**src/rtl/cronometro_pkg.sv**
```systemverilog
// cronometro_pkg: shared digit types, digit limits and active-low A..G segment patterns
package cronometro_pkg;
    typedef logic [3:0] unit_t;
    typedef logic [2:0] tens_t;
    localparam unit_t UNIT_MAX = 4'd9;
    localparam tens_t TENS_MAX = 3'd5;
    localparam logic [6:0] SEG_0     = 7'b0000001;
    localparam logic [6:0] SEG_1     = 7'b1001111;
    localparam logic [6:0] SEG_2     = 7'b0010010;
    localparam logic [6:0] SEG_3     = 7'b0000110;
    localparam logic [6:0] SEG_4     = 7'b1001100;
    localparam logic [6:0] SEG_5     = 7'b0100100;
    localparam logic [6:0] SEG_6     = 7'b0100000;
    localparam logic [6:0] SEG_7     = 7'b0001111;
    localparam logic [6:0] SEG_8     = 7'b0000000;
    localparam logic [6:0] SEG_9     = 7'b0000100;
    localparam logic [6:0] SEG_BLANK = 7'b1111111;
endpackage

```
**src/rtl/seg7_dec.sv**
```systemverilog
// seg7_dec: 4-bit digit to active-low {A..G} pattern, codes above 9 blank
module seg7_dec
    import cronometro_pkg::*;
(
    input  logic [3:0] digit,
    output logic [6:0] seg
);
    always_comb begin
        case (digit)
            4'd0:    seg = SEG_0;
            4'd1:    seg = SEG_1;
            4'd2:    seg = SEG_2;
            4'd3:    seg = SEG_3;
            4'd4:    seg = SEG_4;
            4'd5:    seg = SEG_5;
            4'd6:    seg = SEG_6;
            4'd7:    seg = SEG_7;
            4'd8:    seg = SEG_8;
            4'd9:    seg = SEG_9;
            default: seg = SEG_BLANK;
        endcase
    end
endmodule

```
**src/rtl/contador_regressivo_seg.sv**
```systemverilog
// contador_regressivo_seg: two-digit 59..00 seconds countdown with preset load, borrow/done pulses
module contador_regressivo_seg
    import cronometro_pkg::*;
#(
    parameter bit WRAP = 1'b1
) (
    input  logic       CLK,
    input  logic       P,
    input  logic       TICK,
    input  logic       RUN,
    input  logic       LOAD,
    input  logic [3:0] LOAD_U,
    input  logic [2:0] LOAD_D,
    output logic [6:0] SEG_U,
    output logic [6:0] SEG_D,
    output logic       BORROW,
    output logic       DONE,
    output logic       ZERO
);
    unit_t u, u_nxt;
    tens_t d, d_nxt;
    logic  tick_ok, at_one;
    // LOAD wins over a coincident tick, so the tick is masked here
    assign tick_ok = TICK & RUN & ~LOAD;
    assign ZERO    = (u == '0) && (d == '0);
    assign at_one  = (u == 4'd1) && (d == '0);
    always_comb begin
        u_nxt = u;
        d_nxt = d;
        if (LOAD) begin
            u_nxt = (LOAD_U > UNIT_MAX) ? UNIT_MAX : LOAD_U;
            d_nxt = (LOAD_D > TENS_MAX) ? TENS_MAX : LOAD_D;
        end else if (tick_ok) begin
            if (u != '0)
                u_nxt = u - 4'd1;
            else if ((d != '0) || WRAP) begin
                u_nxt = UNIT_MAX;
                d_nxt = (d != '0) ? d - 3'd1 : TENS_MAX;
            end
        end
    end
    always_ff @(posedge CLK or posedge P) begin
        if (P) begin
            u      <= '0;
            d      <= '0;
            BORROW <= 1'b0;
            DONE   <= 1'b0;
        end else begin
            u      <= u_nxt;
            d      <= d_nxt;
            BORROW <= WRAP && tick_ok && ZERO;
            DONE   <= !WRAP && tick_ok && at_one;
        end
    end
    seg7_dec u_dec_u (.digit(u), .seg(SEG_U));
    seg7_dec u_dec_d (.digit({1'b0, d}), .seg(SEG_D));
endmodule

```
**config.mk**
```make
export PLATFORM = sky130hd
export DESIGN_NAME = contador_regressivo_seg
export DESIGN_NICKNAME = d
export VERILOG_FILES = /design/src/rtl/cronometro_pkg.sv /design/src/rtl/seg7_dec.sv /design/src/rtl/contador_regressivo_seg.sv
export SDC_FILE = /design/constraint.sdc
export NUM_CORES = 1
export LEC_CHECK = 0
export ABC_AREA = 1
export CAP_MARGIN = 10
export CORE_MARGIN = 2
export CORE_UTILIZATION = 25
export CTS_CLUSTER_DIAMETER = 150
export DETAILED_ROUTE_END_ITERATION = 12
export GPL_TIMING_DRIVEN = 0
export PLACE_DENSITY = 0.51
export SLEW_MARGIN = 20
export SYNTH_ARGS = -nofsm -noshare
export SYNTH_HDL_FRONTEND = slang
export SYNTH_HIERARCHICAL = 1
export SYNTH_SLANG_ARGS = --single-unit
```
**constraint.sdc**
```tcl
create_clock -name CLK -period 1.5 [get_ports CLK]
set_input_delay 0.375 -clock CLK [delete_from_list [all_inputs] [get_ports CLK]]
set_output_delay 0.375 -clock CLK [all_outputs]
set_load 0.01 [all_outputs]
```
==> impl_metrics.tcl, run 1 <==
set metrics [dict create \
    status "finished, violations left" \
    violations "negative setup slack" \
    place_hpwl_um 1630 \
    cts_buffer_depth 2 \
    insertedDiodeCount 0 \
    synth-warning-count 6 \
    die_area_mm2 0.004073 \
    first_global_vias 1031 \
    critical_path_cell_count 7 \
    total_leakage_power_nw 0.8148 \
    final.setup.tns_ns -2.501 \
    tritoncts "done" \
    syn-instance-count 145 \
    synthMostInstantiatedCell "sky130_fd_sc_hd__nand2_1" \
    power-per-cell-area_mw_per_mm2 850.4 \
    post-route-drc-count 0 \
    critical_path.max_stage_delay_ns 0.43 \
    worst_ep_arrival_time_ns 1.34 \
    library_cells_used_by_synthesis 19 \
    chipHeight_um 63.82 \
    netlist.area_leader.share 0.2308 \
    layout.core_utilization 0.4677 \
    timing.fmax_ghz 0.5835 \
    floorplan.die.width_um 63.82 \
    netlist_area_um2 894.6 \
    initial_util 0.2639 \
    flow.area_growth_from_synthesis_pct 77.20 \
    placementRows 21 \
    core_outline_area_mm2 0.003390 \
    final_hold_viol_count 0 \
    yosysTopAreaCell "sky130_fd_sc_hd__nand2_1" \
    clock-skew-final_ns 0.0003929 \
    min_delay_path_class "in -> async" \
    drt_first_iter_violations 28 \
    cts-buffers-inserted 3 \
    synthArstFlopShare 1.000 \
    cts-htree-levels 1 \
    synth_top_cells_by_count "55 x sky130_fd_sc_hd__nand2_1, 19 x sky130_fd_sc_hd__inv_1, 18 x sky130_fd_sc_hd__nand3_1, 12 x sky130_fd_sc_hd__nor2_1, 11 x sky130_fd_sc_hd__ha_1" \
    route.detailed.vias_per_inst 4.313 \
    globalRouteTotalUtil 0.1355 \
    timing.critical_path.to_type "output port" \
    rsz_0062_raised_after_global_routing "yes" \
    synth-seq-cells 8 \
    final.fill_count 333 \
    firstDrtPassIters 4 \
    root_buffer "sky130_fd_sc_hd__clkbuf_4" \
    worst_setup_hold_path_clk_slew_ns 0.05 \
    detail_route.wl_per_cell_um 10.26 \
    worst_r2r_path_depth 5 \
    synth.avg_cell_area_um2 6.170 \
    design.final.nets 222 \
    routed_wirelength_um 2493 \
    timing.final.ws_setup_ns -0.2137 \
    post_synth_main_area_contributors "sky130_fd_sc_hd__nand2_1 23%, sky130_fd_sc_hd__dfrtp_1 22%, sky130_fd_sc_hd__ha_1 15%" \
    largest_net_degree_at_the_start_of_global_routing 11 \
    antenna_found_initial 0 \
    critical_path.n_buffers_inverters 3 \
    critical-path-slowest-cell "sky130_fd_sc_hd__dfrtp_2" \
    global_route_wire_length_before_repair_um 4367 \
    clkLatencyLatePin_ns 0.24 \
    io_pins 29 \
    cp-start-kind "register" \
    period_share 1.142 \
    critical_path_peak_fanout 3 \
    synth_edf_count 0 \
    final_count_of_pins_violating_max_slew 0 \
    timing.max_cap.violations 0 \
    family_with_the_most_delay_on_the_worst_path "flip-flops" \
    ant_nets 0 \
    power.ir.vdd_worst_uv 244.6 \
    finalWorstPathRequiredPeriod_ns 1.714 \
    critical_path_class "reg -> out" \
    timing.hold.ws_ns 0.3945 \
    holdBufCountCts 0 \
    gpl.final_weighted_congestion 0.7547 \
    synth-seq-area-share 0.2238 \
    sinks_on_the_clock_net 8 \
    dr_total_vias 1048 \
    critical_path_required_ns 1.12 \
    yosys_most_used_dff "sky130_fd_sc_hd__dfrtp_1" \
    grt_overflow_total 0 \
    finalSetupViolations 15 \
    critical_path.cell_chain "buf_6 -> ha_4 -> inv_2 -> nand2_2 -> nand3_2 -> nand2_1 -> buf_2" \
    placement.io_buffers 27 \
    share_of_layout_cells_above_drive_strength_1 0.5076 \
]
## timing repair
action	CTS	global route
buffers inserted	17	2
gates resized for setup	117	15
pin swaps	12	11
gates cloned	0	0
setup endpoints to repair	15	16
## flip-flops by register name, summed over array words and instances, names as in the netlist
signal / count
d: 3
u: 4
BORROW: 1
## logic make-up (layout without fill, tap and decap cells)
group	after synthesis	count (layout)	synth area share
and+or+nand+nor	92	92	0.4448
buffers and inverters	24	73	0.1091
adders and majority gates	11	11	0.1538
AOI/OAI and AO/OA	9	9	0.06433
DFF	8	8	0.2238
other	1	4	0.004192
## routing by layer
layer / GRT usage / share of wire / up-vias
li1: - / - / 551
met1: 0.1609 / 0.44 / 477
met2: 0.2435 / 0.52 / 18
met3: 0.01056 / 0.034 / 2
met4: 0.06522 / 0.010 / 0
met5: 0 / 0 / -
## area by class of cell
cell class / instances / area, um^2 / share of cell area
Inverter: 22 / 92.59 / 0.05841
Buffer: 2 / 15.01 / 0.009471
Clock buffer: 3 / 22.52 / 0.01421
Timing Repair Buffer: 46 / 369.1 / 0.2328
Sequential cell: 8 / 207.7 / 0.1310
Multi-Input combinational cell: 116 / 820.8 / 0.5178
Tap cell: 46 / 57.56 / 0.03631
## power by group
group,switching [mW],internal [mW]
clock network,0.0618,0.0908
registers,0.0715,0.252
logic,0.459,0.413
## worst reg2reg max path, cell delays in order, from the launching register on
cell and delay (ns):
sky130_fd_sc_hd__dfrtp_2 0.45, sky130_fd_sc_hd__nor2_2 0.15, sky130_fd_sc_hd__ha_2 0.20, sky130_fd_sc_hd__inv_2 0.04
sky130_fd_sc_hd__buf_4 0.12, sky130_fd_sc_hd__nor4_1 0.32
## final timing paths
path,startpoint,to,slack (ns)
worst max-delay path,u[1],SEG_U[0],-0.21
worst min-delay path,P,u[3],0.39
worst max register to register,d[0],BORROW,0.09
worst min register to register,d[1],d[1],0.59
max in group asynchronous,P,u[0],0.87
min in group CLK,d[1],d[1],0.59
## per-stage QoR
stage	worst slack [ns]	instances	power (mW)	instance area [um^2]
floorplan	0.07456	148	0.6525	905.9
global placement	-0.4941	221	0.9317	1234
detailed placement	-0.5203	221	0.9432	1234
CTS	-0.1990	241	1.261	1511
global route	-0.2732	243	1.473	1585
finish	-0.2137	243	1.348	1585
## layout by cell type, fill, tap and decap left out, types with 2 or more instances in the layout
| master | Yosys | routed |
|---|---|---|
| sky130_fd_sc_hd__nor2_2 | 2 | 4 |
| sky130_fd_sc_hd__nand2_2 | 1 | 10 |
| sky130_fd_sc_hd__nand2_1 | 55 | 44 |
| sky130_fd_sc_hd__o211ai_1 | 2 | 2 |
| sky130_fd_sc_hd__buf_6 | 0 | 7 |
| sky130_fd_sc_hd__dfrtp_2 | 0 | 6 |
| sky130_fd_sc_hd__nor2_1 | 12 | 9 |
| sky130_fd_sc_hd__clkbuf_4 | 0 | 3 |
| sky130_fd_sc_hd__ha_2 | 0 | 2 |
| sky130_fd_sc_hd__ha_4 | 0 | 8 |
| sky130_fd_sc_hd__nand3_1 | 18 | 8 |
| sky130_fd_sc_hd__clkdlybuf4s50_1 | 0 | 11 |
| sky130_fd_sc_hd__nand3_2 | 1 | 11 |
| sky130_fd_sc_hd__conb_1 | 1 | 4 |
| sky130_fd_sc_hd__o21ai_0 | 3 | 3 |
| sky130_fd_sc_hd__inv_1 | 19 | 9 |
| sky130_fd_sc_hd__buf_4 | 2 | 15 |
| sky130_fd_sc_hd__buf_2 | 0 | 14 |
| sky130_fd_sc_hd__inv_2 | 3 | 9 |
| sky130_fd_sc_hd__dfrtp_1 | 8 | 2 |
| sky130_fd_sc_hd__nand2_4 | 1 | 3 |
| sky130_fd_sc_hd__inv_4 | 0 | 4 |
| sky130_fd_sc_hd__a21oi_1 | 2 | 2 |
No activity file was read; power rests on OpenSTA's default activity.
==> run 2: changes to the inputs <==
--- a/config.mk
+++ b/config.mk
@@ -7,7 +7,6 @@
 export LEC_CHECK = 0
 export ABC_AREA = 1
 export CAP_MARGIN = 10
-export CORE_MARGIN = 2
 export CORE_UTILIZATION = 25
 export CTS_CLUSTER_DIAMETER = 150
 export DETAILED_ROUTE_END_ITERATION = 12
==> impl_metrics.tcl, run 2 (synthesis gave the netlist of run 1 again) <==
set metrics [dict create \
    status "finished, violations left" \
    violations "negative setup slack" \
    antenna_found_initial 0 \
    initial_util 0.2639 \
    critical_path.most_common_cell "sky130_fd_sc_hd__nand2_1" \
    final_count_of_pins_violating_max_slew 0 \
    finalSetupViolations 15 \
    power-per-cell-area_mw_per_mm2 853.2 \
    worst_ep_arrival_time_ns 1.36 \
    worst_setup_hold_path_clk_slew_ns 0.05 \
    rsz_0062_raised_after_global_routing "yes" \
    reg2reg_from "d[1]" \
    core_outline_area_mm2 0.003390 \
    floorplan.die.width_um 61.82 \
    largest_register_ff_count 4 \
    cts-buffers-inserted 3 \
    dp.cells 221 \
    final.setup.tns_ns -2.792 \
    holdBufCountCts 0 \
    critical_path_required_ns 1.12 \
    gpl.final_weighted_congestion 0.8155 \
    switching_share 0.4447 \
    root_buffer "sky130_fd_sc_hd__clkbuf_4" \
    total_leakage_power_nw 0.7821 \
    critical_path.cell_chain "inv_4 -> ha_2 -> nand2_1 -> nand3_1 -> nand2_1 -> clkdlybuf4s15_2" \
    timing.max_cap.violations 0 \
    routed_wirelength_um 2372 \
    share_of_layout_cells_above_drive_strength_1 0.4712 \
    global_route_wire_length_before_repair_um 3505 \
    chipHeight_um 61.82 \
    reg2reg_slack_ns 0.13 \
    first_global_vias 870 \
    reg_top3 "u x4, d x3, BORROW x1" \
    place_hpwl_um 1624 \
    power.share.sequential 0.241 \
    share_clk_of_total_power 0.118 \
    detail_route.wl_per_cell_um 10.01 \
    power.switching_mw 0.5896 \
    min_delay_path_class "in -> async" \
    post-route-drc-count 0 \
    power.ir.vdd_worst_uv 253.4 \
    cts-htree-levels 1 \
    die_area_mm2 0.003822 \
    cts_buffer_depth 2 \
    finalWorstPathRequiredPeriod_ns 1.738 \
    final_cell_mix "47 x sky130_fd_sc_hd__nand2_1, 13 x sky130_fd_sc_hd__buf_2, 11 x sky130_fd_sc_hd__clkdlybuf4s50_1, 10 x sky130_fd_sc_hd__nand3_2, 10 x sky130_fd_sc_hd__ha_4" \
    tritoncts "done" \
    largest_net_degree_at_the_start_of_global_routing 11 \
    design.final.nets 216 \
    placementRows 21 \
    globalRouteTotalUtil 0.1245 \
    most_flops_register "u" \
    io_pins 29 \
    grt_overflow_total 0 \
    clkLatencyLatePin_ns 0.25 \
    final_hold_viol_count 0 \
    firstDrtPassIters 4 \
    critical_path_class "reg -> out" \
    mostFrequentLayoutCell "sky130_fd_sc_hd__nand2_1" \
    route.detailed.vias_per_inst 4.388 \
    critical_path.max_stage_delay_ns 0.43 \
    final-instance-count-excl-fill 237 \
    placement.io_buffers 27 \
    intPower_mw 0.7363 \
    drt_first_iter_violations 13 \
    clock-skew-final_ns 0.002245 \
    ant_nets 0 \
    timing.final.ws_setup_ns -0.2380 \
    flow.area_growth_from_synthesis_pct 73.71 \
    dr_total_vias 1040 \
    comb_power_share 0.641 \
    critical-path-slowest-cell "sky130_fd_sc_hd__dfrtp_2" \
    timing.critical_path.to_type "output port" \
    worst_r2r_path_depth 5 \
    regToRegEndpoint "BORROW" \
    critical_path_peak_fanout 4 \
    timing.fmax_ghz 0.5754 \
    sinks_on_the_clock_net 8 \
    period_share 1.159 \
    insertedDiodeCount 0 \
    cp-start-kind "register" \
]
==> run 2: area by class of cell <==
type	instances	area (um^2)
Sequential cell	8	206.4
Multi-Input combinational cell	116	825.8
Clock buffer	3	22.52
Tap cell	46	57.56
Timing Repair Buffer	40	334.1
Inverter	22	92.59
Fill cell	346	1836
Buffer	2	15.01
==> run 2: power by group through the flow <==
| stage | Clock (mW) | Sequential (mW) | Combinational (mW) |
|---|---|---|---|
| 2_1_floorplan | 0 | 0.299 | 0.353 |
| 3_3_place_gp | 0 | 0.317 | 0.613 |
| 3_5_place_dp | 0 | 0.318 | 0.620 |
| 4_1_cts | 0.165 | 0.306 | 0.692 |
| 5_1_grt | 0.173 | 0.327 | 0.942 |
| 6_report | 0.157 | 0.319 | 0.850 |
==> run 2: worst max-delay path, delay by kind of cell, from the launching register on <==
family	cells	cell delay (ns)
flip-flops	1	0.43
buffers and inverters	2	0.31
AND/OR/NAND/NOR	3	0.20
adder cells (fa/ha/maj)	1	0.18
==> run 2: repair_timing <==
item                       4_1_cts  5_1_grt
buffers inserted                12        2
gates resized for setup         90       39
setup endpoints to repair       15       16
pin swaps                        7       15
==> run 2: metrics by stage <==
step | cell area (um^2) | total power [mW] | setup WS (ns) | hold WS, ns | util
2_1_floorplan | 905.9 | 0.6525 | 0.07456 | 0.1907 | -
3_3_place_gp | 1234 | 0.9304 | -0.4968 | 0.6065 | 0.3640
3_5_place_dp | 1234 | 0.9383 | -0.5325 | 0.6141 | 0.3640
4_1_cts | 1366 | 1.163 | -0.2374 | 0.3794 | 0.4031
5_1_grt | 1554 | 1.441 | -0.3038 | 0.4196 | 0.4585
6_report | 1554 | 1.326 | -0.2380 | 0.3721 | 0.4585
==> run 2: layer usage <==
| metal | up-vias | wire, um | track usage |
|---|---|---|---|
| li1 | 542 | - | - |
| met1 | 473 | 1066 | 0.1549 |
| met2 | 21 | 1195 | 0.2074 |
| met3 | 4 | 74 | 0.01449 |
| met4 | 0 | 35 | 0.07302 |
| met5 | - | 0 | 0 |
==> run 2: worst max path at each step <==
stage	from	end	slack (ns)	depth (start not counted)
final	d[0]	SEG_D[2]	-0.24	6
after CTS	d[0]	ZERO	-0.24	6
after global routing	u[0]	SEG_U[3]	-0.30	6
after floorplan	u[1]	SEG_U[3]	0.07	5
after global placement	u[1]	SEG_U[3]	-0.50	6
after detailed placement	u[1]	SEG_U[3]	-0.53	6
==> patch (flow settings as in run 1) <==
The parameter `WRAP` goes from 1'b1 to 1'b0.
--- a/src/rtl/contador_regressivo_seg.sv
+++ b/src/rtl/contador_regressivo_seg.sv
@@ -4,3 +4,3 @@
 #(
-    parameter bit WRAP = 1'b1
+    parameter bit WRAP = 1'b0
 ) (
Formal check against the unedited RTL: not equivalent (Yosys sat finds a counterexample within 4 cycles, from zero or initial values).
==> patch against run 1 <==
- the flow still finishes with violations (setup timing)
- final area increased by 10%
- first-iteration DRC count decreased by 50%
- power grew 23%
- clock power rose by 76%
- die area increased by 12%
- wire length up 8.5%
- synthesized cell count grew 9.7%
- critical endpoint is now SEG_D[3]
- worst setup slack worse by 0.013 ns
- synthesized area increased by 13%
- sequential share of layout area fell by 1.2 points
- sequential cell count unchanged
- non-clock buffer count rose by 1
- clock skew up 0.0020 ns
- worst hold slack got worse by 0.0084 ns
==> patch: results (changes against run 1) <==
Cells and area
  – Share of layout cells above drive strength 1: 0.4811 (was 0.5076)
  – Area of the multi-input gates: 888.4 µm² (was 820.8 µm²)
  – Clk cell area share: 0.02583 (was 0.01421)
  – Multi-input gates: 122 (was 116)
  – Fill count: 413 (was 333)
  – Data buffer area share: 0.2367 (was 0.2423)
  – Signal inverters: 29 (was 22)
  – Leading registers by flop count: u x4, d x3, DONE x1 (was u x4, d x3, BORROW x1)
  – Sequential share of cell area: 0.1191 (was 0.1310)
  – Bufs w/o clock: 49 (was 48)

Synth
  – Yosys cell types: 23 (was 19)
  – Syn_area_per_cell: 6.374 µm² (was 6.170 µm²)
  – Post-synth top cells: nand2_1 (58), inv_1 (25), nand3_1 (22), ha_1 (12), dfrtp_1 (8) (was nand2_1 (55), inv_1 (19), nand3_1 (18), nor2_1 (12), ha_1 (11))
  – Area contributors post-synth: nand2_1 (21%), dfrtp_1 (20%), ha_1 (15%) (was nand2_1 (23%), dfrtp_1 (22%), ha_1 (15%))

Status
  – Violated checks: setup timing (unchanged)
  – Outcome: finished, violations left (unchanged)

Setup path
  – Worst-path maximum fanout: 4 (was 3)
  – CP peak stage delay: 0.41 ns (was 0.43 ns)
  – Slowest-stage cell, CP: dfrtp_1 (was dfrtp_2)

STA
  – Post-route clock skew: 0.002431 ns (was 0.0003929 ns)
  – Setup TNS: -2.551 ns (was -2.501 ns)
  – Final worst setup slack: -0.2264 ns (was -0.2137 ns)
  – Setup violators final: 15 (unchanged)

Place
  – DP Wirelength: 1721 µm (was 1630 µm)
  – Place WS: -0.6410 ns (was -0.5203 ns)
  – Placed cell count: 238 (was 221)
  – Routability Congestion: 0.7966 (was 0.7547)
  – PortBufs: 26 (was 27)
  – Placed cell areas: 1349 µm² (was 1234 µm²)

Detailed routing
  – DR WL met3: 110 µm (was 84 µm)
  – DR vias: 1131 (was 1048)
  – M1 WL: 1184 µm (was 1094 µm)
  – DR WL/cell: 10.32 µm (was 10.26 µm)
  – Wire length on met2: 1409 µm (was 1289 µm)

Global routing
  – Gr usage total: 0.1190 (was 0.1355)
  – Grt met3 use: 0.03500 (was 0.01056)
  – Number of global-route vias before repair: 908 (was 1031)
  – First-pass GRT wire length: 4091 µm (was 4367 µm)

Clock tree
  – Buffer count from post-CTS setup fixing: 15 (was 17)
  – Post-CTS sizing: 104 (was 117)
  – Root Buffer: clkbuf_8 (was clkbuf_4)

Pwr
  – Leak pwr: 0.8862 nW (was 0.8148 nW)
## patch: worst paths after layout
kind | start | end | slack (ns)
max in group asynchronous | P | u[2] | 0.87
worst min-delay path | P | DONE | 0.39
min in group CLK | LOAD | u[0] | 0.54
worst min register to register | d[1] | d[1] | 0.56
worst max register to register | d[0] | d[2] | 0.01
worst max-delay path | d[0] | SEG_D[3] | -0.23
## patch: cell families (layout without fill, tap and decap cells)
group,count (synthesis),in the layout,share of synthesized area
simple gates,93,93,0.4445
buf+inv,32,82,0.1321
compound gates,13,13,0.07407
fa+ha+maj,12,12,0.1481
flops,8,8,0.1975
other cells,1,4,0.003700
## patch: power breakdown
| group | internal [W] | switching (W) | total [W] |
|---|---|---|---|
| registers | 0.000256 | 0.0000812 | 0.000337 |
| logic | 0.000486 | 0.000560 | 0.00105 |
| clock network | 0.000184 | 0.0000850 | 0.000269 |
| total | 0.000926 | 0.000726 | 0.00165 |
